### src/rtl/fetch_prefetch_unit.sv
// Instruction fetch stage with a prefetch queue.
// Issues in-order pipelined reads to instruction memory, buffers the returned
// instructions with their PCs in a DEPTH-entry FIFO and presents them to decode.
// Redirects flush the queue and discard responses to requests issued before
// the redirect. Halt only stops new requests; in-flight work still completes.
module fetch_prefetch_unit #(
   parameter int unsigned       ADDR_W   = 16,
   parameter int unsigned       INSTR_W  = 16,
   parameter int unsigned       DEPTH    = 4,
   parameter logic [ADDR_W-1:0] RESET_PC = '0
) (
   input  logic               clk,
   input  logic               rst,
   input  logic               halt,
   input  logic               redirect_valid,
   input  logic [ADDR_W-1:0]  redirect_pc,
   output logic               mem_req_valid,
   input  logic               mem_req_ready,
   output logic [ADDR_W-1:0]  mem_req_addr,
   input  logic               mem_rsp_valid,
   input  logic [INSTR_W-1:0] mem_rsp_data,
   output logic               out_valid,
   input  logic               out_ready,
   output logic [INSTR_W-1:0] out_instr,
   output logic [ADDR_W-1:0]  out_pc,
   output logic               idle
);

   localparam int unsigned       PTR_W     = $clog2(DEPTH);
   localparam int unsigned       CNT_W     = $clog2(DEPTH + 1);
   localparam logic [ADDR_W-1:0] PC_STEP   = ADDR_W'(INSTR_W / 8);
   localparam logic [CNT_W:0]    DEPTH_LIM = (CNT_W + 1)'(DEPTH);

   // Fetch and response-side PCs
   logic [ADDR_W-1:0]  fetch_pc;
   logic [ADDR_W-1:0]  shadow_pc;

   // Prefetch queue storage and bookkeeping
   logic [INSTR_W-1:0] instr_mem [DEPTH];
   logic [ADDR_W-1:0]  pc_mem    [DEPTH];
   logic [PTR_W-1:0]   rd_ptr;
   logic [PTR_W-1:0]   wr_ptr;
   logic [CNT_W-1:0]   count;

   // Requests accepted but not yet answered, and how many of those are stale
   logic [CNT_W-1:0]   inflight;
   logic [CNT_W-1:0]   drop;
   logic [CNT_W-1:0]   inflight_nxt;

   logic credit_ok;
   logic req_fire;
   logic rsp_live;
   logic push;
   logic pop;

   // Handshake decode, credit check and output muxing
   always_comb begin
      // NOTE: every signal driven here gets a value on every path, otherwise a latch is inferred.
      credit_ok     = ({1'b0, count} + {1'b0, inflight}) < DEPTH_LIM;
      // Held low during reset so the request channel is quiet until rst falls.
      mem_req_valid = !rst && !halt && credit_ok;
      mem_req_addr  = fetch_pc;
      req_fire      = mem_req_valid && mem_req_ready;
      // A response with nothing outstanding is a leftover from before reset.
      rsp_live      = mem_rsp_valid && (inflight != '0);
      push          = rsp_live && (drop == '0) && !redirect_valid;
      out_valid     = (count != '0);
      pop           = out_valid && out_ready;
      out_instr     = out_valid ? instr_mem[rd_ptr] : '0;
      out_pc        = out_valid ? pc_mem[rd_ptr] : '0;
      idle          = (count == '0) && (inflight == '0) && (drop == '0);
   end

   // Outstanding-request count after this cycle's accept and response
   always_comb begin
      inflight_nxt = inflight;
      if (req_fire && !rsp_live) begin
         inflight_nxt = inflight + CNT_W'(1);
      end else if (!req_fire && rsp_live) begin
         inflight_nxt = inflight - CNT_W'(1);
      end
   end

   // Control state: PCs, queue pointers/count, inflight and drop counters
   always_ff @(posedge clk or posedge rst) begin
      // NOTE: sequential state uses non-blocking assignments so all registers update together at the edge.
      if (rst) begin
         fetch_pc  <= RESET_PC;
         shadow_pc <= RESET_PC;
         rd_ptr    <= '0;
         wr_ptr    <= '0;
         count     <= '0;
         inflight  <= '0;
         drop      <= '0;
      end else begin
         inflight <= inflight_nxt;
         if (redirect_valid) begin
            // Everything still outstanding, including a request accepted this
            // cycle, belongs to the old stream and must be discarded.
            fetch_pc  <= redirect_pc;
            shadow_pc <= redirect_pc;
            drop      <= inflight_nxt;
            rd_ptr    <= '0;
            wr_ptr    <= '0;
            count     <= '0;
         end else begin
            if (req_fire) begin
               fetch_pc <= fetch_pc + PC_STEP;
            end
            if (rsp_live && (drop != '0)) begin
               drop <= drop - CNT_W'(1);
            end
            if (push) begin
               wr_ptr    <= wr_ptr + PTR_W'(1);
               shadow_pc <= shadow_pc + PC_STEP;
            end
            if (pop) begin
               rd_ptr <= rd_ptr + PTR_W'(1);
            end
            if (push && !pop) begin
               count <= count + CNT_W'(1);
            end else if (pop && !push) begin
               count <= count - CNT_W'(1);
            end
         end
      end
   end

   // Queue storage write port
   always_ff @(posedge clk) begin
      // NOTE: storage is not reset; out_instr/out_pc are masked by out_valid, so stale contents are never visible.
      if (push) begin
         instr_mem[wr_ptr] <= mem_rsp_data;
         pc_mem[wr_ptr]    <= shadow_pc;
      end
   end

endmodule

### config.mk
export PLATFORM = sky130hd
export DESIGN_NAME = fetch_prefetch_unit
export DESIGN_NICKNAME = d
export VERILOG_FILES = /design/src/rtl/fetch_prefetch_unit.sv
export SDC_FILE = /design/constraint.sdc
export NUM_CORES = 1
export LEC_CHECK = 0
export ABC_AREA = 1
export CORE_MARGIN = 2
export CORE_UTILIZATION = 45
export CTS_CLUSTER_DIAMETER = 80
export CTS_CLUSTER_SIZE = 28
export DETAILED_ROUTE_END_ITERATION = 10
export HOLD_SLACK_MARGIN = 0.15
export PLACE_DENSITY = 0.65
export REMOVE_ABC_BUFFERS = 1
export SLEW_MARGIN = 20
export SYNTH_ARGS = -nofsm -noshare
export SYNTH_HDL_FRONTEND = slang
export SYNTH_SLANG_ARGS = --single-unit
### constraint.sdc
create_clock -name clk -period 3.4 [get_ports clk]
set_input_delay 0.51 -clock clk [delete_from_list [all_inputs] [get_ports clk]]
set_output_delay 0.51 -clock clk [all_outputs]
set_load 0.01 [all_outputs]
==> results.md, run 1 <==
- Final worst slack: 354.1 ps
- Vias: 5,612
- Hold-fix buffers, CTS: 0
- Max layer used: met4
- Detail Route Antenna Nets: 0
- Synthesis Warnings: 0
- CP required: 2890 ps
- Vias in the first global route: 5,424
- Pre-antenna DRT Iters: 5
- Flops & latches, synth: around 170
- Post-CTS Setup Bufs: 0
- CP Capture Type: output pin
- Post-Syn Area: roughly 7800 sq um
- Register share of total power: 0.405
- CP Class: reg2out
- Area growth syn-to-layout: 22.43%
- Initial antenna violation count: 0
- Num Clock Sinks: between 150 and 200
- Initial Util: 0.4556
- Sw frac: 0.3202
- Sequential area share after synthesis: 0.6374
- Port bufs: 89
- Post-Route Setup TNS: 0 ps
- Total CTS buffers: 17
- Resized Gates After CTS: 0
- Synth Instances: ~770
- Clk pwr share: 0.286
- Die W: 135.6 um
- Area leader, netlist: edfxtp_1
- Worst-path clk slew: 60 ps
- Remaining Overflow, GRT: 0
- Met1 wire length: between 7000 and 8000 um
- Internal power: roughly 4.4 mW
- Cell row count: 48
- GP Congestion: roughly 0.88
- GRT Total Usage: 0.1918
- WL final: around 17,000 um
- Clk_skew: roughly 9.1 ps
- Layout Nets: 919
- Distinct cells, synth: 35
- HP Class: reg2reg
- Final Max Tran Viols: 0
- Leakage: 3.692 nW
- First-pass GRT wire length: between 20,000 and 30,000 um
- F_max: 328.3 MHz
- Worst IR drop on VDD: just over 0.4 mV
- Ant. Diodes: 0
- Die area: approximately 18,000 sq um
- Tmin final: a little over 3000 ps
- Synth top area cells: edfxtp_1, dfrtp_1, nor2_1
- Fin crit share: 0.8958
- Largest net degree at the start of global routing: 66
- I/O Pins: 90
- Synthesized area per cell: ~10 sq um
- Setup Viol. Count Final: 0
- HPWL after detailed placement: 10,530 um
- Startpoint types: flip-flop
- Yosys top cell area share: 0.4929
- Layout cells sized above 1: 0.08191
- Comb power frac: 0.309
- Unrepaired setup endpoints after global routing: no
- DR vias/cell: ~5.1
- Pwr per Cell Area: roughly 700 nW/um^2
- TritonCTS clock tree: yes
- CP Max Fanout: 65
- Placement Setup Slack: between 800 and 900 ps
- Cell chosen for the clock root: clkbuf_16
- Area of the core: about 17,000 sq um
- Worst path arrival time: approximately 2500 ps
- Slew HR: 0.5284
- Hold Violations, Final: 0
- Die Ht: about 140 um
- WL met2: just under 8000 um
- Metal3 WL: roughly 930 um
- Latest clock arrival within the worst-skew pair: 430 ps
- H-tree depth: 4
- Clk buf depth: 2
- Routed wire per std cell: 15.05 um
- DRC: 0
- Status: finished clean
- Psw: 2.088 mW
- Maxcap violations: 0
- Slew of the pin with the lowest slew margin: between 700 and 800 ps
- DRT iter0 DRCs: 406
==> cells in the final DEF, fill, tap and decap left out, types with 7 or more instances in the layout <==
cell             instances
inv_1                   55
ha_1                    13
a21oi_1                 38
o21ai_0                 79
nand2_1                118
buf_4                   13
edfxtp_1               128
nor2_1                 153
o21ai_1                  7
nor3_1                  11
nand3_1                 40
clkbuf_16               17
clkdlybuf4s50_1         89
xor2_1                  10
dfrtp_1                 44
o211ai_1                 7
==> registers in the layout, indices dropped and copies added, names as in the netlist <==
name          flops
instr_mem        64
count             3
pc_mem           64
drop              3
mem_req_addr     16
wr_ptr            2
shadow_pc        16
rd_ptr            2
inflight          3
==> final timing paths <==
check	start	end	slack, ps	cells after the start
min	mem_req_addr[0]$_DFFE_PP0P_	mem_req_addr[0]$_DFFE_PP0P_	490	2
max in group asynchronous	rst	rd_ptr[0]$_DFFE_PP0P_	2340	3
min reg2reg	mem_req_addr[0]$_DFFE_PP0P_	mem_req_addr[0]$_DFFE_PP0P_	490	2
max reg2reg	inflight[0]$_DFF_PP0_	pc_mem[1][11]$_DFFE_PP_	960	9
max	rd_ptr[0]$_DFFE_PP0P_	out_pc[7]	350	6
min in group asynchronous	rst	count[1]$_DFFE_PP0P_	610	3
==> area by class of cell <==
cell class | instances | area, sq um
clock inverters | 13 | 137.6
flip-flops and latches | 173 | 4971
inverters | 61 | 229.0
fillers | 1513 | 7570
multi-input cells | 510 | 2486
well taps | 225 | 281.5
clock buffers | 19 | 432.9
repair buffers | 103 | 1008
==> critical path: stages (launching register included) <==
cell	delay (ps)
dfrtp_2	360
buf_4	580
nor2_1	110
nor2_1	110
o21ai_0	90
a21oi_1	260
clkdlybuf4s50_1	600
==> power groups by stage <==
stage	combinational [mW]	sequential, mW	clock (mW)
2_1_floorplan	1.04	2.70	0
3_3_place_gp	2.00	2.68	0
5_1_grt	2.25	2.67	1.97
4_1_cts	2.04	2.64	1.90
3_5_place_dp	2.03	2.68	0
6_report	2.01	2.64	1.87
==> metrics by stage <==
stage	cell area, sq um	std cells	hold slack (ps)	power (mW)	utilization
after floorplan	7665	744	472.8	3.737	-
after global placement	8976	1072	470.3	4.680	0.5244
after detailed placement	8976	1072	478.2	4.707	0.5244
after CTS	9547	1104	492.2	6.578	0.5577
after global routing	9547	1104	513.0	6.891	0.5577
final	9547	1104	485.4	6.522	0.5577
==> per-layer routing <==
layer / up-vias / global-route usage
li1: 2796 / -
met1: 2629 / 0.2609
met2: 166 / 0.3081
met3: 21 / 0.03928
met4: 0 / 0.06713
met5: - / 0
==> synthesized netlist by cell type <==
library cell and number:
nor2_8 1, nand3b_1 2, dfrtp_1 45, nor2_2 3, nand2_4 2, nand2_2 5
or2_2 2, inv_1 56, nor2_1 157, nand3_2 1, nand4_1 1, o22ai_1 1
buf_4 3, clkbuf_1 15, nor3_2 1, a22oi_1 2, fa_1 1, nand3_1 40
ha_1 13, nor3_1 11, o21ai_1 7, o21ai_0 79, clkinv_1 1, and2_1 1
xnor2_1 1, xor2_1 10, o211ai_1 7, buf_1 1, a31oi_1 3, a21oi_1 38
inv_2 4, edfxtp_1 128, nand2_1 118, buf_2 10, nor2_4 3
==> logic make-up (layout without fill, tap and decap cells) <==
group / count (synthesis) / in the layout / share of synthesized area
compound gates: 137 / 137 / 0.09146
xor+xnor: 11 / 11 / 0.01236
fa+ha+maj: 14 / 14 / 0.02343
buf+inv: 90 / 196 / 0.04637
flops: 173 / 173 / 0.6374
simple gates: 348 / 348 / 0.1890
(Power assumes the default switching activity.)
==> run 2: changes to the inputs <==
--- a/config.mk
+++ b/config.mk
@@ -11,6 +11,7 @@
 export CTS_CLUSTER_DIAMETER = 80
 export CTS_CLUSTER_SIZE = 28
 export DETAILED_ROUTE_END_ITERATION = 10
+export GPL_TIMING_DRIVEN = 0
 export HOLD_SLACK_MARGIN = 0.15
 export PLACE_DENSITY = 0.65
 export REMOVE_ABC_BUFFERS = 1
==> results.md, run 2 (synthesis gave the netlist of run 1 again) <==
- DP Area: 8999 sq um (was 8976 sq um)
- CP required: 2890 ps (about the same)
- CP Capture Type: output pin (unchanged)
- Maxcap violations: 0 (unchanged)
- Clk_skew: 7.562 ps (was 9.145 ps)
- CP Class: reg2out (unchanged)
- DRC: 0 (unchanged)
- Die W: 135.6 um (unchanged)
- Most common cell after layout, fill and taps aside: nor2_1 (unchanged)
- Tot Pwr: 6.630 mW (was 6.522 mW)
- Fin cells: 1,095 (was 1,104)
- Layout Utilization: 0.5617 (was 0.5577)
- Total CTS buffers: 17 (unchanged)
- Placed Cells: 1,063 (was 1,072)
- Register share of total power: 0.413 (was 0.405)
- Detail Route Antenna Nets: 0 (unchanged)
- Tmin final: 3193 ps (was 3046 ps)
- DR vias/cell: 5.064 (was 5.083)
- I/O Pins: 90 (unchanged)
- HPWL after detailed placement: 10,340 um (was 10,530 um)
- Clk pwr share: 0.299 (was 0.286)
- Status: finished clean (unchanged)
- Comb power frac: 0.288 (was 0.309)
- Post-CTS Setup Bufs: 0 (unchanged)
- GP Congestion: 0.8590 (was 0.8800)
- GRT Total Usage: 0.1929 (was 0.1918)
- First-pass GRT wire length: 26,940 um (was 27,100 um)
- Worst-path clk slew: 70 ps (was 60 ps)
- Fin crit share: 0.9391 (was 0.8958)
- Pwr per Cell Area: 689.6 nW/um^2 (was 683.2 nW/um^2)
- Internal power: 4.550 mW (was 4.434 mW)
- Hold Violations, Final: 0 (unchanged)
- F_max: 313.2 MHz (was 328.3 MHz)
- Hold-fix buffers, CTS: 0 (unchanged)
- TritonCTS clock tree: yes (unchanged)
- Top flop regs: instr_mem x64, pc_mem x64 (unchanged)
- Most frequent cells in the layout: nor2_1, edfxtp_1, nand2_1, clkdlybuf4s50_1, o21ai_0 (unchanged)
- Initial Util: 0.4556 (unchanged)
- Sw frac: 0.3137 (was 0.3202)
- Unrepaired setup endpoints after global routing: no (unchanged)
- Slew HR: 0.4878 (was 0.5284)
- Die Ht: 135.6 um (unchanged)
- Pre-antenna DRT Iters: 4 (was 5)
- Area growth syn-to-layout: 23.30% (was 22.43%)
- Routed wire per std cell: 15.22 um (was 15.05 um)
- Worst IR drop on VDD: 0.4247 mV (was 0.4059 mV)
- Cell row count: 48 (unchanged)
- Setup Viol. Count Final: 0 (unchanged)
- Vias: 5,545 (was 5,612)
- Latest clock arrival within the worst-skew pair: 430 ps (about the same)
- Slew of the pin with the lowest slew margin: 768.3 ps (was 707.4 ps)
- Psw: 2.080 mW (was 2.088 mW)
- Vias in the first global route: 5,278 (was 5,424)
- Leakage: 3.679 nW (was 3.692 nW)
- Initial antenna violation count: 0 (unchanged)
- Layout cells sized above 1: 0.07241 (was 0.08191)
- Worst path arrival time: 2680 ps (was 2540 ps)
- H-tree depth: 4 (unchanged)
- Num Clock Sinks: 173 (unchanged)
- HP Class: in2async (was reg2reg)
- Final Max Tran Viols: 0 (unchanged)
- Die area: 18,400 sq um (unchanged)
- Area of the core: 17,120 sq um (unchanged)
- Design area: 9614 sq um (was 9547 sq um)
- Ant. Diodes: 0 (unchanged)
- Largest net degree at the start of global routing: 67 (was 66)
- Cell chosen for the clock root: clkbuf_16 (unchanged)
- DRT iter0 DRCs: 381 (was 406)
- Port bufs: 89 (unchanged)
- Clk buf depth: 2 (unchanged)
- Remaining Overflow, GRT: 0 (unchanged)
- Layout Nets: 910 (was 919)
- WL final: 16,670 um (was 16,610 um)
- Startpoint types: flip-flop (unchanged)
- CP Max Fanout: 66 (was 65)
run 2: worst paths after layout:
check                                       startpoint                          end  slack [ps]  cells past startpoint
setup / recovery                 rd_ptr[0]$_DFFE_PP0P_                    out_pc[4]         210                      4
max in group asynchronous                          rst    shadow_pc[15]$_DFFE_PP0N_        2480                      3
hold reg to reg            mem_req_addr[0]$_DFFE_PP0P_  mem_req_addr[0]$_DFFE_PP0P_         480                      2
hold / removal                                     rst  mem_req_addr[2]$_DFFE_PP0P_         420                      2
setup reg to reg                 inflight[0]$_DFF_PP0_    instr_mem[1][2]$_DFFE_PP_         640                      9
min in group clk           mem_req_addr[0]$_DFFE_PP0P_  mem_req_addr[0]$_DFFE_PP0P_         480                      2
run 2: through the flow:
step	TNS [ps]	worst slack (ps)	hold WS (ps)
finish	0	207.0	416.0
global route	0	19.48	452.1
CTS	0	134.4	429.1
detailed placement	0	74.30	468.8
global placement	-299560	-2066	462.7
floorplan	0	359.3	472.8
run 2: critical path, stage by stage (launching register included):
cell	delay, ps
dfrtp_4	750
inv_6	460
o21ai_0	180
a21oi_1	250
clkdlybuf4s50_1	580
run 2: final cells by class:
class	count	area [sq um]
fillers	1500	7502
flip-flops and latches	173	4977
multi-input cells	510	2496
repair buffers	94	1016
clock buffers	19	432.9
well taps	225	281.5
inverters	61	239.0
clock inverters	13	171.4
run 2: power by group through the flow:
| stage | logic (mW) | clock network [mW] | registers (mW) |
|---|---|---|---|
| floorplan | 1.04 | 0 | 2.70 |
| global placement | 1.89 | 0 | 2.77 |
| detailed placement | 1.93 | 0 | 2.77 |
| CTS | 1.94 | 2.01 | 2.74 |
| global route | 2.14 | 2.10 | 2.77 |
| finish | 1.91 | 1.98 | 2.74 |
run 2: layer usage:
metal	global-route usage	vias up	routed length, um
met5	0	-	0
met4	0.06887	0	303
met3	0.04115	27	1015
met2	0.3162	155	7710
met1	0.2548	2580	7640
li1	-	2783	-
run 2: repair_timing:
action | in CTS | in global routing
setup endpoints to repair | 32 | 0
gates resized for setup | 4 | 0
hold endpoints to repair | 0 | 0
==> run 3: changes to the inputs <==
--- a/config.mk
+++ b/config.mk
@@ -6,7 +6,8 @@
 export NUM_CORES = 1
 export LEC_CHECK = 0
 export ABC_AREA = 1
-export CORE_MARGIN = 2
+export CORE_ASPECT_RATIO = 0.8
+export CORE_MARGIN = 4
 export CORE_UTILIZATION = 45
 export CTS_CLUSTER_DIAMETER = 80
 export CTS_CLUSTER_SIZE = 28
==> results.md, run 3 (synthesis gave the netlist of run 1 again) <==
- Status: finished clean (unchanged)
- Initial Util: 0.4651 (was 0.4556)
- Setup Viol. Count Final: 0 (unchanged)
- Comb power frac: 0.299 (was 0.288)
- TritonCTS clock tree: yes (unchanged)
- Startpoint types: flip-flop (unchanged)
- Clk buf depth: 2 (unchanged)
- Sw frac: 0.3285 (was 0.3137)
- Cell chosen for the clock root: clkbuf_16 (unchanged)
- Area of the core: 16,760 sq um (was 17,120 sq um)
- GRT Total Usage: 0.1829 (was 0.1929)
- Clk pwr share: 0.277 (was 0.299)
- F_max: 307.8 MHz (was 313.2 MHz)
- Worst path arrival time: 2740 ps (was 2680 ps)
- Latest clock arrival within the worst-skew pair: 420 ps (was 430 ps)
- Most common cell after layout, fill and taps aside: nor2_1 (unchanged)
- Slew HR: 0.4913 (was 0.4878)
- CP Max Fanout: 66 (unchanged)
- DR vias/cell: 5.232 (was 5.064)
- Layout Nets: 910 (unchanged)
- Tmin final: 3249 ps (was 3193 ps)
- Most frequent cells in the layout: nor2_1, edfxtp_1, nand2_1, clkdlybuf4s50_1, o21ai_0 (unchanged)
- Pwr per Cell Area: 677.5 nW/um^2 (was 689.6 nW/um^2)
- Worst IR drop on VDD: 0.4436 mV (was 0.4247 mV)
- Hold-fix buffers, CTS: 0 (unchanged)
- Final Max Tran Viols: 0 (unchanged)
- Hold Violations, Final: 0 (unchanged)
- Initial antenna violation count: 0 (unchanged)
- Pre-antenna DRT Iters: 5 (was 4)
- HP Class: in2async (unchanged)
- Port bufs: 89 (unchanged)
- Worst-path clk slew: 60 ps (was 70 ps)
- Internal power: 4.335 mW (was 4.550 mW)
- Area growth syn-to-layout: 22.22% (was 23.30%)
- Worst R2R Setup Slack: 630 ps (was 640 ps)
- Routed wire per std cell: 16.12 um (was 15.22 um)
- H-tree depth: 4 (unchanged)
- Register share of total power: 0.424 (was 0.413)
- CP Capture Type: output pin (unchanged)
- Total CTS buffers: 17 (unchanged)
- Post-CTS Setup Bufs: 0 (unchanged)
- HPWL after detailed placement: 11,230 um (was 10,340 um)
- Tot Pwr: 6.457 mW (was 6.630 mW)
- Psw: 2.121 mW (was 2.080 mW)
- I/O Pins: 90 (unchanged)
- Slew of the pin with the lowest slew margin: 763.0 ps (was 768.3 ps)
- Hold_ws: 437.0 ps (was 416.0 ps)
- Clk_skew: 11.59 ps (was 7.562 ps)
- Die W: 155.2 um (was 135.6 um)
- Unrepaired setup endpoints after global routing: no (unchanged)
- Fin crit share: 0.9557 (was 0.9391)
- DRT iter0 DRCs: 396 (was 381)
- CP Class: reg2out (unchanged)
- Vias in the first global route: 5,628 (was 5,278)
- Cell row count: 42 (was 48)
- Detail Route Antenna Nets: 0 (unchanged)
- Leakage: 3.650 nW (was 3.679 nW)
- Largest net degree at the start of global routing: 67 (unchanged)
- Die area: 19,510 sq um (was 18,400 sq um)
- Ant. Diodes: 0 (unchanged)
- DRC: 0 (unchanged)
- WL final: 17,560 um (was 16,670 um)
- CP required: 2890 ps (about the same)
- Remaining Overflow, GRT: 0 (unchanged)
- Maxcap violations: 0 (unchanged)
- First-pass GRT wire length: 28,250 um (was 26,940 um)
- Layout cells sized above 1: 0.07480 (was 0.07241)
- Num Clock Sinks: 173 (unchanged)
- Top flop regs: instr_mem x64, pc_mem x64 (unchanged)
- GP Congestion: 0.8018 (was 0.8590)
- Vias: 5,698 (was 5,545)
- Die Ht: 125.7 um (was 135.6 um)
==> run 3: per-stage QoR <==
stage	util	setup WS (ps)	instances	cell area (sq um)	setup TNS, ps
global route	0.5685	21.57	1089	9530	0
floorplan	-	359.3	744	7665	0
global placement	0.5268	-2011	1053	8831	-293600
finish	0.5685	150.6	1089	9530	0
CTS	0.5684	33.53	1089	9528	0
detailed placement	0.5352	18.59	1058	8972	0
==> run 3: area by class of cell <==
cell class | instances | area, sq um
timing repair buffer | 94 | 996.0
clock inverter | 13 | 117.6
clock buffer | 18 | 429.2
fill | 1378 | 7233
tap | 220 | 275.3
sequential | 173 | 4977
multi-input combinational | 510 | 2496
inverter | 61 | 239.0
==> run 3: power by group through the flow <==
stage                     Sequential [mW]  Clock (mW)  Combinational, mW
after global placement               2.76           0               1.88
final                                2.74        1.79               1.93
after detailed placement             2.78           0               1.94
after CTS                            2.74        1.82               1.95
after global routing                 2.78        1.92               2.14
after floorplan                      2.70           0               1.04
==> run 3: path summary, 6_finish.rpt <==
path,startpoint,to,depth (start not counted)
worst max-delay path,rd_ptr[0]$_DFFE_PP0P_,out_pc[10],4
worst min-delay path,rst,drop[2]$_DFFE_PP0P_,2
worst max register to register,inflight[0]$_DFF_PP0_,instr_mem[1][9]$_DFFE_PP_,9
worst min register to register,mem_req_addr[0]$_DFFE_PP0P_,mem_req_addr[0]$_DFFE_PP0P_,2
max in group asynchronous,rst,shadow_pc[1]$_DFFE_PP0N_,3
min in group clk,mem_req_addr[0]$_DFFE_PP0P_,mem_req_addr[0]$_DFFE_PP0P_,2
==> run 3: worst max-delay path, stage by stage, from the launching register on <==
cell and delay [ps]:
dfrtp_4 750, inv_6 470, o21ai_0 170, a21oi_1 280, clkdlybuf4s50_1 600
==> run 3: what timing repair did <==
action                     4_1_cts  5_1_grt
cloned                           0        0
resized for setup                3        1
setup endpoints to repair       32       23
==> run 3: routing by layer <==
| layer | part of all wire | GRT usage | vias up | wire [um] |
|---|---|---|---|---|
| li1 | - | - | 2773 | - |
| met1 | 0.46 | 0.2459 | 2732 | 8064 |
| met2 | 0.47 | 0.2959 | 172 | 8234 |
| met3 | 0.056 | 0.04458 | 21 | 975 |
| met4 | 0.016 | 0.05764 | 0 | 285 |
| met5 | 0 | 0 | - | 0 |
